**src/rtl/log_taylor_pkg.sv**
```systemverilog
// Shared constants, FSM encoding and coefficient ROM for the iterative
// single-precision natural-logarithm unit.
package log_taylor_pkg;

  localparam logic [31:0] LN2_Q30 = 32'd744261118;
  localparam logic [31:0] NEG_INF = 32'hFF80_0000;
  localparam logic [31:0] POS_INF = 32'h7F80_0000;
  localparam logic [31:0] QNAN    = 32'h7FC0_0000;

  typedef enum logic [1:0] {
    S_IDLE   = 2'd0,
    S_HORNER = 2'd1,
    S_FINAL  = 2'd2,
    S_PACK   = 2'd3
  } state_e;

  // Entry k holds round(2^30 / k) in Q1.30; entry 0 is unused.
  typedef logic [32:0][31:0] coef_rom_t;

  function automatic coef_rom_t build_coef_rom();
    coef_rom_t rom;
    rom = '0;
    for (int k = 1; k <= 32; k++) begin
      rom[k] = 32'(((64'd1 << 30) + 64'(k / 2)) / 64'(k));
    end
    return rom;
  endfunction

  localparam coef_rom_t C_ROM = build_coef_rom();

endpackage

```
**src/rtl/log_taylor_lzc40.sv**
```systemverilog
// Leading-one detector over a 40-bit magnitude: returns the index of the
// highest set bit and a flag for an all-zero input.
module lzc40 (
  input  logic [39:0] v,
  output logic [5:0]  p,
  output logic        zero
);

  always_comb begin
    p = '0;
    for (int i = 0; i < 40; i++) begin
      if (v[i]) p = 6'(i);
    end
    zero = (v == '0);
  end

endmodule

```
**src/rtl/log_taylor.sv**
```systemverilog
// ln(num) for IEEE-754 single: range-reduce to e and f, evaluate ln(1+f) by
// Horner with one shared multiply per clock, add e*ln2, repack to single.
module log_taylor
  import log_taylor_pkg::*;
#(
  parameter int N = 24  // series terms, 2..32
) (
  input  logic        clk,
  input  logic        res,
  input  logic        start,
  input  logic [31:0] num,
  output logic [31:0] lg,
  output logic        busy,
  output logic        done,
  output logic [1:0]  dbg_state
);

  // Handshake: start is sampled only while busy=0 (IDLE, including the done
  // cycle); done is a one-cycle pulse with lg valid, and never overlaps busy.

  state_e             state_q, state_d;
  logic signed [31:0] f_q, f_d;
  logic signed [31:0] acc_q, acc_d;
  logic signed [8:0]  e_q, e_d;
  logic [5:0]         k_q, k_d;
  logic signed [39:0] fx_q, fx_d;
  logic               special_q, special_d;
  logic [31:0]        spec_val_q, spec_val_d;
  logic [31:0]        lg_q, lg_d;
  logic               done_q, done_d;

  logic [7:0]  num_exp;
  logic [22:0] num_frac;
  logic        dec_special;
  logic [31:0] dec_val;
  logic [31:0] dec_f;
  logic [8:0]  dec_e;

  assign num_exp  = num[30:23];
  assign num_frac = num[22:0];

  always_comb begin
    dec_special = 1'b1;
    dec_val     = QNAN;
    dec_f       = '0;
    dec_e       = '0;
    if (num_exp == 8'h00) begin
      dec_val = NEG_INF;
    end else if (num_exp == 8'hFF && num_frac != '0) begin
      dec_val = QNAN;
    end else if (num[31]) begin
      dec_val = QNAN;
    end else if (num_exp == 8'hFF) begin
      dec_val = POS_INF;
    end else begin
      dec_special = 1'b0;
      // Mantissas >= 1.5 are halved so f stays in [-0.25, 0.5).
      if (num_frac[22]) begin
        dec_f = {3'b001, num_frac, 6'b0} - 32'h4000_0000;
        dec_e = {1'b0, num_exp} - 9'd126;
      end else begin
        dec_f = {2'b00, num_frac, 7'b0};
        dec_e = {1'b0, num_exp} - 9'd127;
      end
    end
  end

  logic signed [63:0] prod;
  logic signed [63:0] prod_sh;
  logic signed [39:0] e_ext;
  logic signed [39:0] e_ln2;

  assign prod    = f_q * acc_q;
  assign prod_sh = prod >>> 30;
  assign e_ext   = {{31{e_q[8]}}, e_q};
  assign e_ln2   = e_ext * $signed({8'd0, LN2_Q30});

  logic [39:0] mag;
  logic [39:0] mag_norm;
  logic [5:0]  lead_pos;
  logic        mag_zero;
  logic [31:0] packed_val;

  assign mag = fx_q[39] ? (40'd0 - fx_q) : fx_q;

  lzc40 u_lzc (
    .v    (mag),
    .p    (lead_pos),
    .zero (mag_zero)
  );

  // Left-justify the leading one at bit 39 so the 23 bits below it sit at
  // [38:16]; short magnitudes are zero-filled by the shift.
  assign mag_norm   = mag << (6'd39 - lead_pos);
  assign packed_val = mag_zero ? 32'h0000_0000
                               : {fx_q[39], {2'b00, lead_pos} + 8'd97, mag_norm[38:16]};

  always_comb begin
    state_d    = state_q;
    f_d        = f_q;
    acc_d      = acc_q;
    e_d        = e_q;
    k_d        = k_q;
    fx_d       = fx_q;
    special_d  = special_q;
    spec_val_d = spec_val_q;
    lg_d       = lg_q;
    done_d     = 1'b0;
    case (state_q)
      S_IDLE: begin
        if (start) begin
          special_d  = dec_special;
          spec_val_d = dec_val;
          if (dec_special) begin
            state_d = S_PACK;
          end else begin
            f_d     = dec_f;
            e_d     = dec_e;
            acc_d   = C_ROM[N];
            k_d     = 6'(N - 1);
            state_d = S_HORNER;
          end
        end
      end
      S_HORNER: begin
        acc_d = C_ROM[k_q] - prod_sh[31:0];
        if (k_q == 6'd1) state_d = S_FINAL;
        else             k_d     = k_q - 6'd1;
      end
      S_FINAL: begin
        fx_d    = e_ln2 + prod_sh[39:0];
        state_d = S_PACK;
      end
      S_PACK: begin
        lg_d    = special_q ? spec_val_q : packed_val;
        done_d  = 1'b1;
        state_d = S_IDLE;
      end
      default: state_d = S_IDLE;
    endcase
  end

  always_ff @(posedge clk) begin
    if (res) begin
      state_q    <= S_IDLE;
      f_q        <= '0;
      acc_q      <= '0;
      e_q        <= '0;
      k_q        <= '0;
      fx_q       <= '0;
      special_q  <= 1'b0;
      spec_val_q <= '0;
      lg_q       <= '0;
      done_q     <= 1'b0;
    end else begin
      state_q    <= state_d;
      f_q        <= f_d;
      acc_q      <= acc_d;
      e_q        <= e_d;
      k_q        <= k_d;
      fx_q       <= fx_d;
      special_q  <= special_d;
      spec_val_q <= spec_val_d;
      lg_q       <= lg_d;
      done_q     <= done_d;
    end
  end

  assign lg        = lg_q;
  assign done      = done_q;
  assign busy      = (state_q != S_IDLE);
  assign dbg_state = state_q;

endmodule
```
**config.mk**
```make
export PLATFORM = sky130hd
export DESIGN_NAME = log_taylor
export DESIGN_NICKNAME = d
export VERILOG_FILES = /design/src/rtl/log_taylor_pkg.sv /design/src/rtl/log_taylor_lzc40.sv /design/src/rtl/log_taylor.sv
export SDC_FILE = /design/constraint.sdc
export NUM_CORES = 2
export LEC_CHECK = 0
export CAP_MARGIN = 10
export CORE_MARGIN = 2
export CORE_UTILIZATION = 35
export DETAILED_ROUTE_END_ITERATION = 8
export REMOVE_ABC_BUFFERS = 1
export SLEW_MARGIN = 5
export SYNTH_ARGS = -nofsm -noshare
export SYNTH_HDL_FRONTEND = slang
export SYNTH_SLANG_ARGS = --single-unit
export TNS_END_PERCENT = 1
```
**constraint.sdc**
```tcl
create_clock -name clk -period 32.2 [get_ports clk]
set_input_delay 4.83 -clock clk [delete_from_list [all_inputs] [get_ports clk]]
set_output_delay 4.83 -clock clk [all_outputs]
set_load 0.02 [all_outputs]
```
==> impl_results.md <==
* Fillers at about 14,000
* Area leader, netlist: fa_1
* Share of the synthesized area in the top cell type at 0.387
* Min-delay worst type: reg -> reg
* Syn-to-layout area delta at 6.22%
* Period minus WS final at roughly 12,000 ps
* Crit path DAT at approximately 13,000 ps
* Sink Count at about 180
* Vias in the first global route at 38,500
* Max cap viols at 0
* Syn Inst Count at approximately 5,400
* Relative slew margins at 0.208
* Die area at approximately 0.14 mm^2
* Routability congestion estimate at roughly 0.9
* Most common cell in the netlist: inv_1
* Peak per-stage delay on the critical path at 1110 ps
* Root buffer cell: clkbuf_16
* Top cell by count, worst path: fa_1
* CP Buf/Inv Count at 3
* RSZ-0062 raised after global routing: false
* Register area share after synthesis at 0.0759
* Reg clk slew, reported paths at 80 ps
* Antenna fix cells at 0
* CTS tree: yes
* Clock skew at roughly 19 ps
* Nets at about 6,700
* Dpl hpwl at about 110 mm
* Ports at 71
* CP top delay family: adder cells
* Fmax at between 80 and 90 MHz
* Initial drt markers at approximately 2,400
* CTS Buf Count at 17
* IO buf count at 70
* Routed vias/inst at 5.20
* Htree depth at 4
* Post-CTS sizing at 0
* Antenna violations before repair at 6
* CP Max Fanout at 33
* Critical-path top delay cell: dfxtp_1
* Run status: complete, no violations
* Top cells by count, synth: inv_1 (980), fa_1 (923), nand2_1 (591), ha_1 (386), and2_1 (341)
* Critical path class: reg -> reg
* Register bit total from synthesis at approximately 180
* GRT Util Overall at 0.192
* Most common flop cell mapped by yosys: dfxtp_1
* Share of post-route cells with drive strength above 1 at 0.0371
* Avg WL per Cell at 18.4 um
* Starting density of the core at 0.353
* # DRC at 0
* Hold slack at 470 ps
* Core area at ~0.14 mm^2
* Worst-Skew Late Latency at approximately 500 ps
* CTS Hold Bufs at 0
* Final-report hold violation count at 0
* Via Count at roughly 37,000
* Ranking of synthesized cells by area: fa_1 (39%), ha_1 (10%), inv_1 (7.7%), dfxtp_1 (7.6%), nand2_1 (4.6%)
* Rows at 135
* Post-Route WL at 131 mm
* Synth Cell Area at ~0.048 mm^2
* Max-slew violations at 0
* CTS Buffer Depth at 2
* Grt total ovfl at 0
* CP Capture Type: flip-flop
* Global-route wire length before repair at about 210 mm
* Final setup fails at 0
* DIE HEIGHT at between 300 and 400 um
* Worst-Margin Slew at 1190 ps
* Post-CTS Repair Setup Buffers at 0
* Die Width at about 370 um
* Final ANT Viol Nets at 0
* Warning count from the yosys run at 0
* Worst path required time at between 30,000 and 40,000 ps
* Distinct cell type count after synthesis at 104
* Number of synthesized flops with an enable pin at 0
* Total negative slack at 0 ps
* Drt first pass iters at 5
* Tcrit/Tclk final at 0.383
* Largest net degree at the start of global routing at 62
* FFs w/ async S/R, synth at 0
* Avg Cell Area, Syn at just under 9 um^2
* CP Launch Type: flip-flop
## worst reg2reg max path: cells and delay by family (launching register included)
kind / cells / cell delay (ps)
AO/OA/AOI/OAI: 14 / 2990
XOR/XNOR: 2 / 460
adder cells (fa/ha/maj): 10 / 5510
buffers and inverters: 3 / 580
flip-flops: 1 / 1110
AND/OR/NAND/NOR: 6 / 1590
## final cells by class
class | count | area [um^2] | area share
sequential | 181 | 3630 | 0.0715
tap | 1781 | 2230 | 0.0439
clock inverter | 14 | 183 | 0.00360
timing repair buffer | 140 | 1220 | 0.0240
inverter | 987 | 3710 | 0.0731
clock buffer | 18 | 439 | 0.00866
multi-input combinational | 3992 | 39300 | 0.775
## logic make-up after synthesis
family / share of synthesized area
mux: 0.0260
flops: 0.0759
fa+ha+maj: 0.488
xor+xnor: 0.0343
buf+inv: 0.101
simple gates: 0.166
compound gates: 0.109
## routing by layer
metal	GRT usage	wire, um	up-vias
li1	-	-	17000
met1	0.264	59000	18900
met2	0.316	61400	926
met3	0.0311	7640	168
met4	0.0431	2830	8
met5	0	49	-
## through the flow
step,worst slack [ps],util,instance area [um^2],instances
6_report,19870,0.375,50700,7113
5_1_grt,18840,0.375,50700,7113
4_1_cts,20000,0.375,50700,7113
3_5_place_dp,20080,0.370,50100,7081
3_3_place_gp,20260,0.370,50100,7081
2_1_floorplan,19220,-,46600,5160
## placed cells by master (no fill, tap or decap), types with 21 or more instances in the layout
cell,n
buf_4,71
xnor2_1,119
a31oi_1,21
or3_1,25
mux2i_1,102
a21o_1,57
dfxtp_1,179
nand2_1,591
nand3_1,77
o21bai_1,24
nand4_1,30
nor2b_1,37
nor3_1,78
and2_1,341
a22oi_1,21
ha_1,385
o211ai_1,35
nor2_1,281
fa_1,923
inv_1,980
o21ai_0,132
xor2_1,53
a21oi_1,183
nand2b_1,40
a211oi_1,72
clkdlybuf4s50_1,68
o21a_1,28
## path summary, 6_finish.rpt
path	startpoint	end	slack [ps]	depth (start not counted)
max	f_q[30]$_SDFFE_PP0P_	fx_q[39]$_SDFFE_PP0P_	19870	35
min	spec_val_q[31]$_SDFFE_PP0P_	spec_val_q[31]$_SDFFE_PP0P_	470	2
max reg2reg	f_q[30]$_SDFFE_PP0P_	fx_q[39]$_SDFFE_PP0P_	19870	35
min reg2reg	spec_val_q[31]$_SDFFE_PP0P_	spec_val_q[31]$_SDFFE_PP0P_	470	2
Power is not shown: default switching activity piles up to over one toggle a cycle in this logic, so the estimate is an artifact.
